$ cat config.mk
export PLATFORM = sky130hd
export DESIGN_NAME = fetch_stage
export DESIGN_NICKNAME = d
export VERILOG_FILES = /design/src/rtl/cpu_pkg.sv /design/src/rtl/fetch_buf.sv /design/src/rtl/fetch_stage.sv
export SDC_FILE = /design/constraint.sdc
export NUM_CORES = 1
export LEC_CHECK = 0
export CORE_ASPECT_RATIO = 1.1
export CORE_MARGIN = 2
export CORE_UTILIZATION = 47
export DETAILED_ROUTE_END_ITERATION = 7
export GPL_ROUTABILITY_DRIVEN = 0
export GPL_TIMING_DRIVEN = 0
export PLACE_DENSITY_LB_ADDON = 0.15
export SYNTH_ARGS = -nofsm -noshare
export SYNTH_HDL_FRONTEND = slang
export SYNTH_SLANG_ARGS = --single-unit
$ cat constraint.sdc
create_clock -name clk_i -period 1.8 [get_ports clk_i]
set_input_delay 0.36 -clock clk_i [delete_from_list [all_inputs] [get_ports clk_i]]
set_output_delay 0.36 -clock clk_i [all_outputs]
set_load 0.02 [all_outputs]
$ cat src/rtl/cpu_pkg.sv
// Shared types and constants for the RISC-V pipeline front end.
package cpu_pkg;

    localparam int XLEN = 32;

    // addi x0, x0, 0 -- the canonical bubble instruction
    localparam logic [31:0] NOP_INSTR = 32'h0000_0013;

    typedef enum logic [1:0] {
        IDLE,
        REQ,
        WAIT
    } fetch_state_t;

endpackage

$ cat src/rtl/fetch_buf.sv
// One-entry holding register for a fetch response that arrives while IF/ID is stalled.
module fetch_buf
    import cpu_pkg::*;
#(
    parameter int XLEN = cpu_pkg::XLEN
) (
    input  logic            clk,
    input  logic            rst_n,
    input  logic            write,
    input  logic            clear,
    input  logic [XLEN-1:0] wr_pc,
    input  logic [XLEN-1:0] wr_instr,
    output logic            valid,
    output logic [XLEN-1:0] pc,
    output logic [XLEN-1:0] instr
);

    // Clear wins over write so a redirect can never leave a stale entry behind.
    always_ff @(posedge clk or negedge rst_n) begin
        if (!rst_n) begin
            valid <= 1'b0;
            pc    <= '0;
            instr <= XLEN'(NOP_INSTR);
        end else if (clear) begin
            valid <= 1'b0;
        end else if (write) begin
            valid <= 1'b1;
            pc    <= wr_pc;
            instr <= wr_instr;
        end
    end

endmodule

$ cat src/rtl/fetch_stage.sv
// IF stage: owns the PC, fetches over a single-outstanding req/ready + rvalid
// handshake, and drives the IF/ID pipeline register consumed by ID.
module fetch_stage
    import cpu_pkg::*;
#(
    parameter int              XLEN     = cpu_pkg::XLEN,
    parameter logic [XLEN-1:0] RESET_PC = '0
) (
    input  logic            clk_i,
    input  logic            rst_i,
    input  logic            start_i,
    input  logic            pc_write_i,
    input  logic            stall_i,
    input  logic            flush_i,
    input  logic [XLEN-1:0] branch_target_i,
    output logic            imem_req_o,
    output logic [XLEN-1:0] imem_addr_o,
    input  logic            imem_ready_i,
    input  logic            imem_rvalid_i,
    input  logic [XLEN-1:0] imem_rdata_i,
    output logic [XLEN-1:0] if_id_pc_o,
    output logic [XLEN-1:0] if_id_instr_o,
    output logic            if_id_valid_o
);

    fetch_state_t    state_q;
    fetch_state_t    state_d;
    logic [XLEN-1:0] fetch_pc;
    logic [XLEN-1:0] inflight_pc;
    logic            kill;

    logic            fb_valid;
    logic [XLEN-1:0] fb_pc;
    logic [XLEN-1:0] fb_instr;

    logic            accept;
    logic            resp;
    logic            resp_keep;
    logic            if_id_load;
    logic            bypass;
    logic            fb_write;
    logic            fb_clear;

    // No new request while the buffer is occupied, so at most one response is ever parked.
    assign imem_req_o  = (state_q == REQ) && pc_write_i && !fb_valid;
    assign imem_addr_o = fetch_pc;

    assign accept     = imem_req_o && imem_ready_i;
    assign resp       = (state_q == WAIT) && imem_rvalid_i;
    assign resp_keep  = resp && !kill && !flush_i;
    assign if_id_load = !flush_i && !stall_i;
    assign bypass     = resp_keep && if_id_load && !fb_valid;
    assign fb_write   = resp_keep && !bypass;
    assign fb_clear   = flush_i || (if_id_load && fb_valid);

    fetch_buf #(.XLEN(XLEN)) u_fetch_buf (
        .clk      (clk_i),
        .rst_n    (rst_i),
        .write    (fb_write),
        .clear    (fb_clear),
        .wr_pc    (inflight_pc),
        .wr_instr (imem_rdata_i),
        .valid    (fb_valid),
        .pc       (fb_pc),
        .instr    (fb_instr)
    );

    // Next-state logic for the request/response sequencer.
    always_comb begin
        state_d = state_q;
        case (state_q)
            IDLE:    if (start_i)       state_d = REQ;
            REQ:     if (accept)        state_d = WAIT;
            WAIT:    if (imem_rvalid_i) state_d = REQ;
            default:                    state_d = IDLE;
        endcase
    end

    // State register.
    always_ff @(posedge clk_i or negedge rst_i) begin
        if (!rst_i) begin
            state_q <= IDLE;
        end else begin
            state_q <= state_d;
        end
    end

    // PC, in-flight address and the kill flag that discards a response orphaned by a redirect.
    always_ff @(posedge clk_i or negedge rst_i) begin
        if (!rst_i) begin
            fetch_pc    <= RESET_PC;
            inflight_pc <= RESET_PC;
            kill        <= 1'b0;
        end else begin
            if (flush_i) begin
                fetch_pc <= branch_target_i;
            end else if (accept) begin
                fetch_pc <= fetch_pc + XLEN'(4);
            end
            if (accept) begin
                inflight_pc <= fetch_pc;
            end
            if (resp && kill) begin
                kill <= 1'b0;
            end
            if (flush_i && (((state_q == WAIT) && !imem_rvalid_i) || accept)) begin
                kill <= 1'b1;
            end
        end
    end

    // IF/ID register: flush bubbles, stall holds, otherwise buffer first, then bypass, then bubble.
    always_ff @(posedge clk_i or negedge rst_i) begin
        if (!rst_i) begin
            if_id_pc_o    <= '0;
            if_id_instr_o <= XLEN'(NOP_INSTR);
            if_id_valid_o <= 1'b0;
        end else if (flush_i) begin
            if_id_instr_o <= XLEN'(NOP_INSTR);
            if_id_valid_o <= 1'b0;
        end else if (!stall_i) begin
            if (fb_valid) begin
                if_id_pc_o    <= fb_pc;
                if_id_instr_o <= fb_instr;
                if_id_valid_o <= 1'b1;
            end else if (bypass) begin
                if_id_pc_o    <= inflight_pc;
                if_id_instr_o <= imem_rdata_i;
                if_id_valid_o <= 1'b1;
            end else begin
                if_id_instr_o <= XLEN'(NOP_INSTR);
                if_id_valid_o <= 1'b0;
            end
        end
    end

endmodule

* After elaboration in Yosys (flattened, before gate mapping)
Index checks and enable logic that the tools add are counted.
Storage, ports and cells: output and inout bits 98, flip-flop bits (word level) 197, word-level logic and storage cells 70
Operators by class: reductions and logical operators 30, muxes and demuxes 20, equal/unequal tests 6, $add $sub $neg 1, bitwise gates (word level) 3
Operator list (number):
- two-way mux 32 bit | 8
- adder 32 x 3 -> 32 bit, second input constant | 1
- logical AND 1 bit | 14
- two-way mux 1 bit | 8
- nonzero test 2 bit | 4
- zero test 1 bit | 6
- two-way mux 2 bit | 3
- inequality test 2 bit, second input constant | 3
- case mux 2 bit (3 select lines) | 1
- AND reduction 3 bit | 2
- NOT 1 bit | 3
- == test 2 x 1 -> 1 bit, second input constant | 1
- == test 2 bit, second input constant | 1
- zero test 2 bit | 1
- logical OR 1 bit | 2
- inequality test 2 x 1 -> 1 bit, second input constant | 1
- AND reduction 2 bit | 1

* Depth between registers and ports, before layout
depth in word-level cells 10, depth in mapped cells 6, mapped depth without buffers 5

* Modules after synthesis
Synthesis repeated with hierarchy kept, for this count alone.
Unflattened totals: cell total of the unflattened synthesis 720, area, all modules 8898.5 µm²
Modules (own cells, without submodules):
- fetch_stage | area each 6160.9 µm², times used 1, cells each 581
- fetch_buf | area each 2737.6 µm², times used 1, cells each 139

* Worst setup path after synthesis
No wires, ideal clock.
path type register to register, start point register fetch_pc[2] (netlist: imem_addr_o[2]), end point register fetch_pc[28] (netlist: imem_addr_o[28]), stages on the path, launching flop included 7, required time 1718 ps, library setup time 82 ps, arrival 1848 ps, period minus slack after synthesis 1930 ps, buffers on the path 1, path slack -130 ps, cell sequence dfrtp_1 -> ha_1 -> and2_1 -> clkbuf_1 -> nand4_1 -> or4_1 -> a31oi_1
Between the ends: word-level cells in the longest chain between the ends 3
Ends and longest elaborated chain:
- from (decl) | line fetch_stage.sv:28 | logic [XLEN-1:0] fetch_pc;
- from (signal assigned) | line fetch_stage.sv:96 | fetch_pc <= branch_target_i;
- from (signal assigned) | line fetch_stage.sv:98 | fetch_pc <= fetch_pc + XLEN'(4);
- adder 32 x 3 -> 32 bit | line fetch_stage.sv:98
- two-way mux 32 bit | line fetch_stage.sv:97 | end else if (accept) begin
- two-way mux 32 bit | line fetch_stage.sv:95 | if (flush_i) begin
Every way passes these cells. The select of a mux whose other input is x is not followed. A chain may end at the register's enable or synchronous reset.

* Worst setup path after layout
start point register state_q[1], end point output port imem_req_o
Between the ends: word-level cells in the longest chain between the ends 3
Ends and longest elaborated chain:
- from (decl) | line fetch_stage.sv:26 | fetch_state_t state_q;
- from (signal assigned) | line fetch_stage.sv:84 | state_q <= state_d;
- == test 2 x 1 -> 1 bit | line fetch_stage.sv:45 | assign imem_req_o = (state_q == REQ) && pc_write_i && !fb_valid;
- logical AND 1 bit (2 in series) | line fetch_stage.sv:45
- to (decl) | line fetch_stage.sv:16 | output logic imem_req_o,
Every way passes these cells.

==> flow_summary.yaml <==
run_status:
  status: "complete, but fails checks"
  violations: "setup timing"
timing:
  clock.fmax_mhz: 536.1
  maxSlewHeadroom_pct: 52.54
  slew_violations: 0
  rsz0062_at_grt: "true"
  post-route-period-util_pct: 103.6
  finClkSkew_ns: 0.009180
  finalHoldViolCount: 0
  finalCriticalPeriod_ns: 1.865
  setup_ws_ns: -0.06541
  setup_viol: 8
  worst_pin_slew_ns: 0.7120
logic_synthesis:
  syn-cell-area_um2: 8521
  avgSynthCellArea_um2: 11.93
  yosys.area.top_type: "dfrtp_1"
  synth_top_cell_area_share_pct: 56.09
  ys_types: 37
  synth_edf_count: 0
  synth_nets: 787
  synth_area_leaders: "dfrtp_1 56%, mux2_2 13%, mux2i_1 3.9%"
  synthCells: 714
  seq_area_frac_synth_pct: 57.94
  synthFlopType: "dfrtp_1"
  yosysWarnings: 0
  ys_ff_latch: 197
  async_reset_ff_share_pct: 100.0
placed_design:
  dpl.cell_count: 1122
  port_buffers: 169
  dp_hpwl_mm: 15.71
setup_path:
  worstSetupPathType: "reg2out"
  path_buf_inv: 2
  cp.arrival_ns: 1.51
  r2r_slack_ns: -0.04
  crit_top_cell: "buf_6"
  cpLargestDelayFamily: "flip-flops"
  slowest_stage: "dfrtp_1"
  path_max_fanout: 10
  cp-end-kind: "output port"
  crit_path_start_kind: "flip-flop"
  r2r-end: "imem_addr_o[28]"
  reg2reg_depth: 6
  cp.required_ns: 1.44
  critical_path.max_stage_delay_ns: 0.41
  worstReg2RegStart: "state_q[1]"
  cp_cell_sequence: "and4bb_2 -> buf_6 -> buf_6"
global_route:
  grtUsageTotal_pct: 23.96
  grt_max_degree: 103
  grt_pass1_vias: 6919
  antenna_found_initial: 1
  overflow: 0
  grt_pass1_wl_mm: 36.55
route:
  wl_per_cell_um: 19.38
  drtIter0Drc: 377
  drt-total-wl_mm: 22.75
  drtAntennaViolNets: 0
  via_count: 6681
  drc: 0
  drtPass1Iterations: 6
  via_per_inst: 5.691
layout:
  diodes: 0
  stdcell_count: 1174
  drive_gt1_share_pct: 23.08
  area_delta_synth_final_pct: 34.79
  layout.nets: 996
worst_hold_path:
  min_path_cells: 2
  min-delay-path-class: "reg2reg"
  worstHoldStart: "if_id_pc_o[7]"
  hold_end: "if_id_pc_o[7]"
cts:
  cts_buffers: 17
  htree_levels: 4
  clock_latency_ns: 0.44
  clock-root-buffer: "clkbuf_16"
  path_clk_slew_ns: 0.07
  clk_path_buf_depth: 2
  cts.sinks: 197
  cts_tree: "yes"
run:
  maxCapViolations: 0
floorplanning:
  ioPinCount: 170
  dieArea_um2: 19220
  start_util_pct: 48.03
  core_um2: 17740
  rows: 51
  die-width_um: 132.4
  die_h_um: 145.2
power_and_ir_drop:
  p_leak_nw: 5.386
  p_per_area_nw_per_um2: 1153
  ir_drop_mv: 0.6577
  p_total_w: 0.01324
[worst max path at each step]
stage	from	slack (ns)	cells after the start	to
floorplan	imem_addr_o[10]	0.009	5	imem_addr_o[30]
global placement	rst_i	-8.12	1	imem_addr_o[2]
detailed placement	imem_rvalid_i	-0.79	6	if_id_pc_o[29]
CTS	state_q[1]	-0.04	3	imem_req_o
global route	imem_addr_o[15]	-0.12	5	imem_addr_o[28]
finish	state_q[1]	-0.07	3	imem_req_o
[logic make-up after synthesis]
logic type | Yosys count | share of synthesized area, %
AND/OR/NAND/NOR | 200 | 12.41
multiplexers | 128 | 16.43
flip-flops | 197 | 57.94
buffers and inverters | 54 | 2.702
XOR/XNOR | 7 | 0.7195
AO/OA/AOI/OAI | 127 | 9.648
adder cells (fa/ha/maj) | 1 | 0.1468
[Yosys cell counts, types with 3 or more instances]
cell / count
dfrtp_1: 191
mux2_2: 95
nand2_1: 60
o21ai_0: 54
clkbuf_1: 36
mux2i_1: 33
nor2b_1: 30
nor3_1: 30
a221oi_1: 29
nor2_1: 19
a31oi_1: 18
or4_1: 18
nand3_1: 16
o31ai_1: 14
buf_2: 10
nand4_1: 8
and3_1: 6
dfstp_2: 6
xor2_1: 6
inv_1: 5
o211ai_1: 4
or3_1: 4
a21oi_1: 3
o22ai_1: 3
[state kept, by name, indices dropped and copies added, names as in the netlist]
| name | flops |
|---|---|
| inflight_pc | 32 |
| u_fetch_buf.instr | 32 |
| if_id_instr_o | 32 |
| u_fetch_buf.pc | 32 |
| kill | 1 |
| imem_addr_o | 32 |
| if_id_valid_o | 1 |
| state_q | 2 |
| if_id_pc_o | 32 |
| u_fetch_buf.valid | 1 |
[final cells by class]
class                      count  area, µm²
inverter                       5      18.77
tap                          238      297.8
multi-input combinational    463       3435
sequential                   197       4951
timing repair buffer         192       1907
clock buffer                  19      442.9
buffer                        47      261.5
clock inverter                13      171.4
fill                        1394       6255
[layer usage]
metal  up-vias  track usage (%)  share of wire, %
met4         2            10.59               3.2
met5         -                0             0.066
met2       256            39.74                50
met3        54            6.778               7.1
li1       3027                -                 -
met1      3342            29.12                39
[where the power goes]
group / switching, W / total, W / internal (W)
logic: 0.00144 / 0.00302 / 0.00158
clock network: 0.00173 / 0.00398 / 0.00225
registers: 0.000742 / 0.00624 / 0.00550
total: 0.00391 / 0.0132 / 0.00933
[layout by cell type, fill, tap and decap left out, types with 8 or more instances in the layout]
cell	count
clkbuf_4	8
a31oi_1	17
mux2_2	95
o31ai_1	10
nand2_1	59
nor2_1	19
mux2i_1	33
clkbuf_16	17
nor2b_1	30
o21ai_0	54
dfrtp_1	180
or4_1	16
nand4_1	8
clkdlybuf4s50_1	96
nor3_1	29
dlygate4sd2_1	46
clkbuf_1	17
clkbuf_2	12
dlymetal6s2s_1	25
buf_4	20
dfrtp_2	11
nand3_1	14
a221oi_1	29
[tightest hold or removal path: stages, from the launching register on]
cell and delay, ns:
dfrtp_1 0.34, nand2_1 0.04, o21ai_0 0.06
[timing repair]
action,CTS,global route
pin swaps,4,13
setup endpoints to repair,217,138
hold buffers,1,0
hold endpoints to repair,79,0
setup buffers,11,9
gates cloned,0,1
resized for setup,88,59
[stage by stage]
stage / setup TNS (ns) / instance area [µm²] / worst slack (ns) / utilization [%] / hold WS (ns)
after CTS: -0.08952 / 11270 / -0.03873 / 63.53 / 0.4760
after global routing: -1.343 / 11480 / -0.1222 / 64.74 / 0.4943
after detailed placement: -96.62 / 10550 / -0.7856 / 59.46 / 0.4433
final: -0.1583 / 11480 / -0.06541 / 64.74 / 0.4812
after floorplan: 0 / 8526 / 0.008954 / - / 0.06441
after global placement: -1534.31 / 10520 / -8.117 / 59.27 / 0.4625
Note: power is estimated with default switching activity, not from simulation.
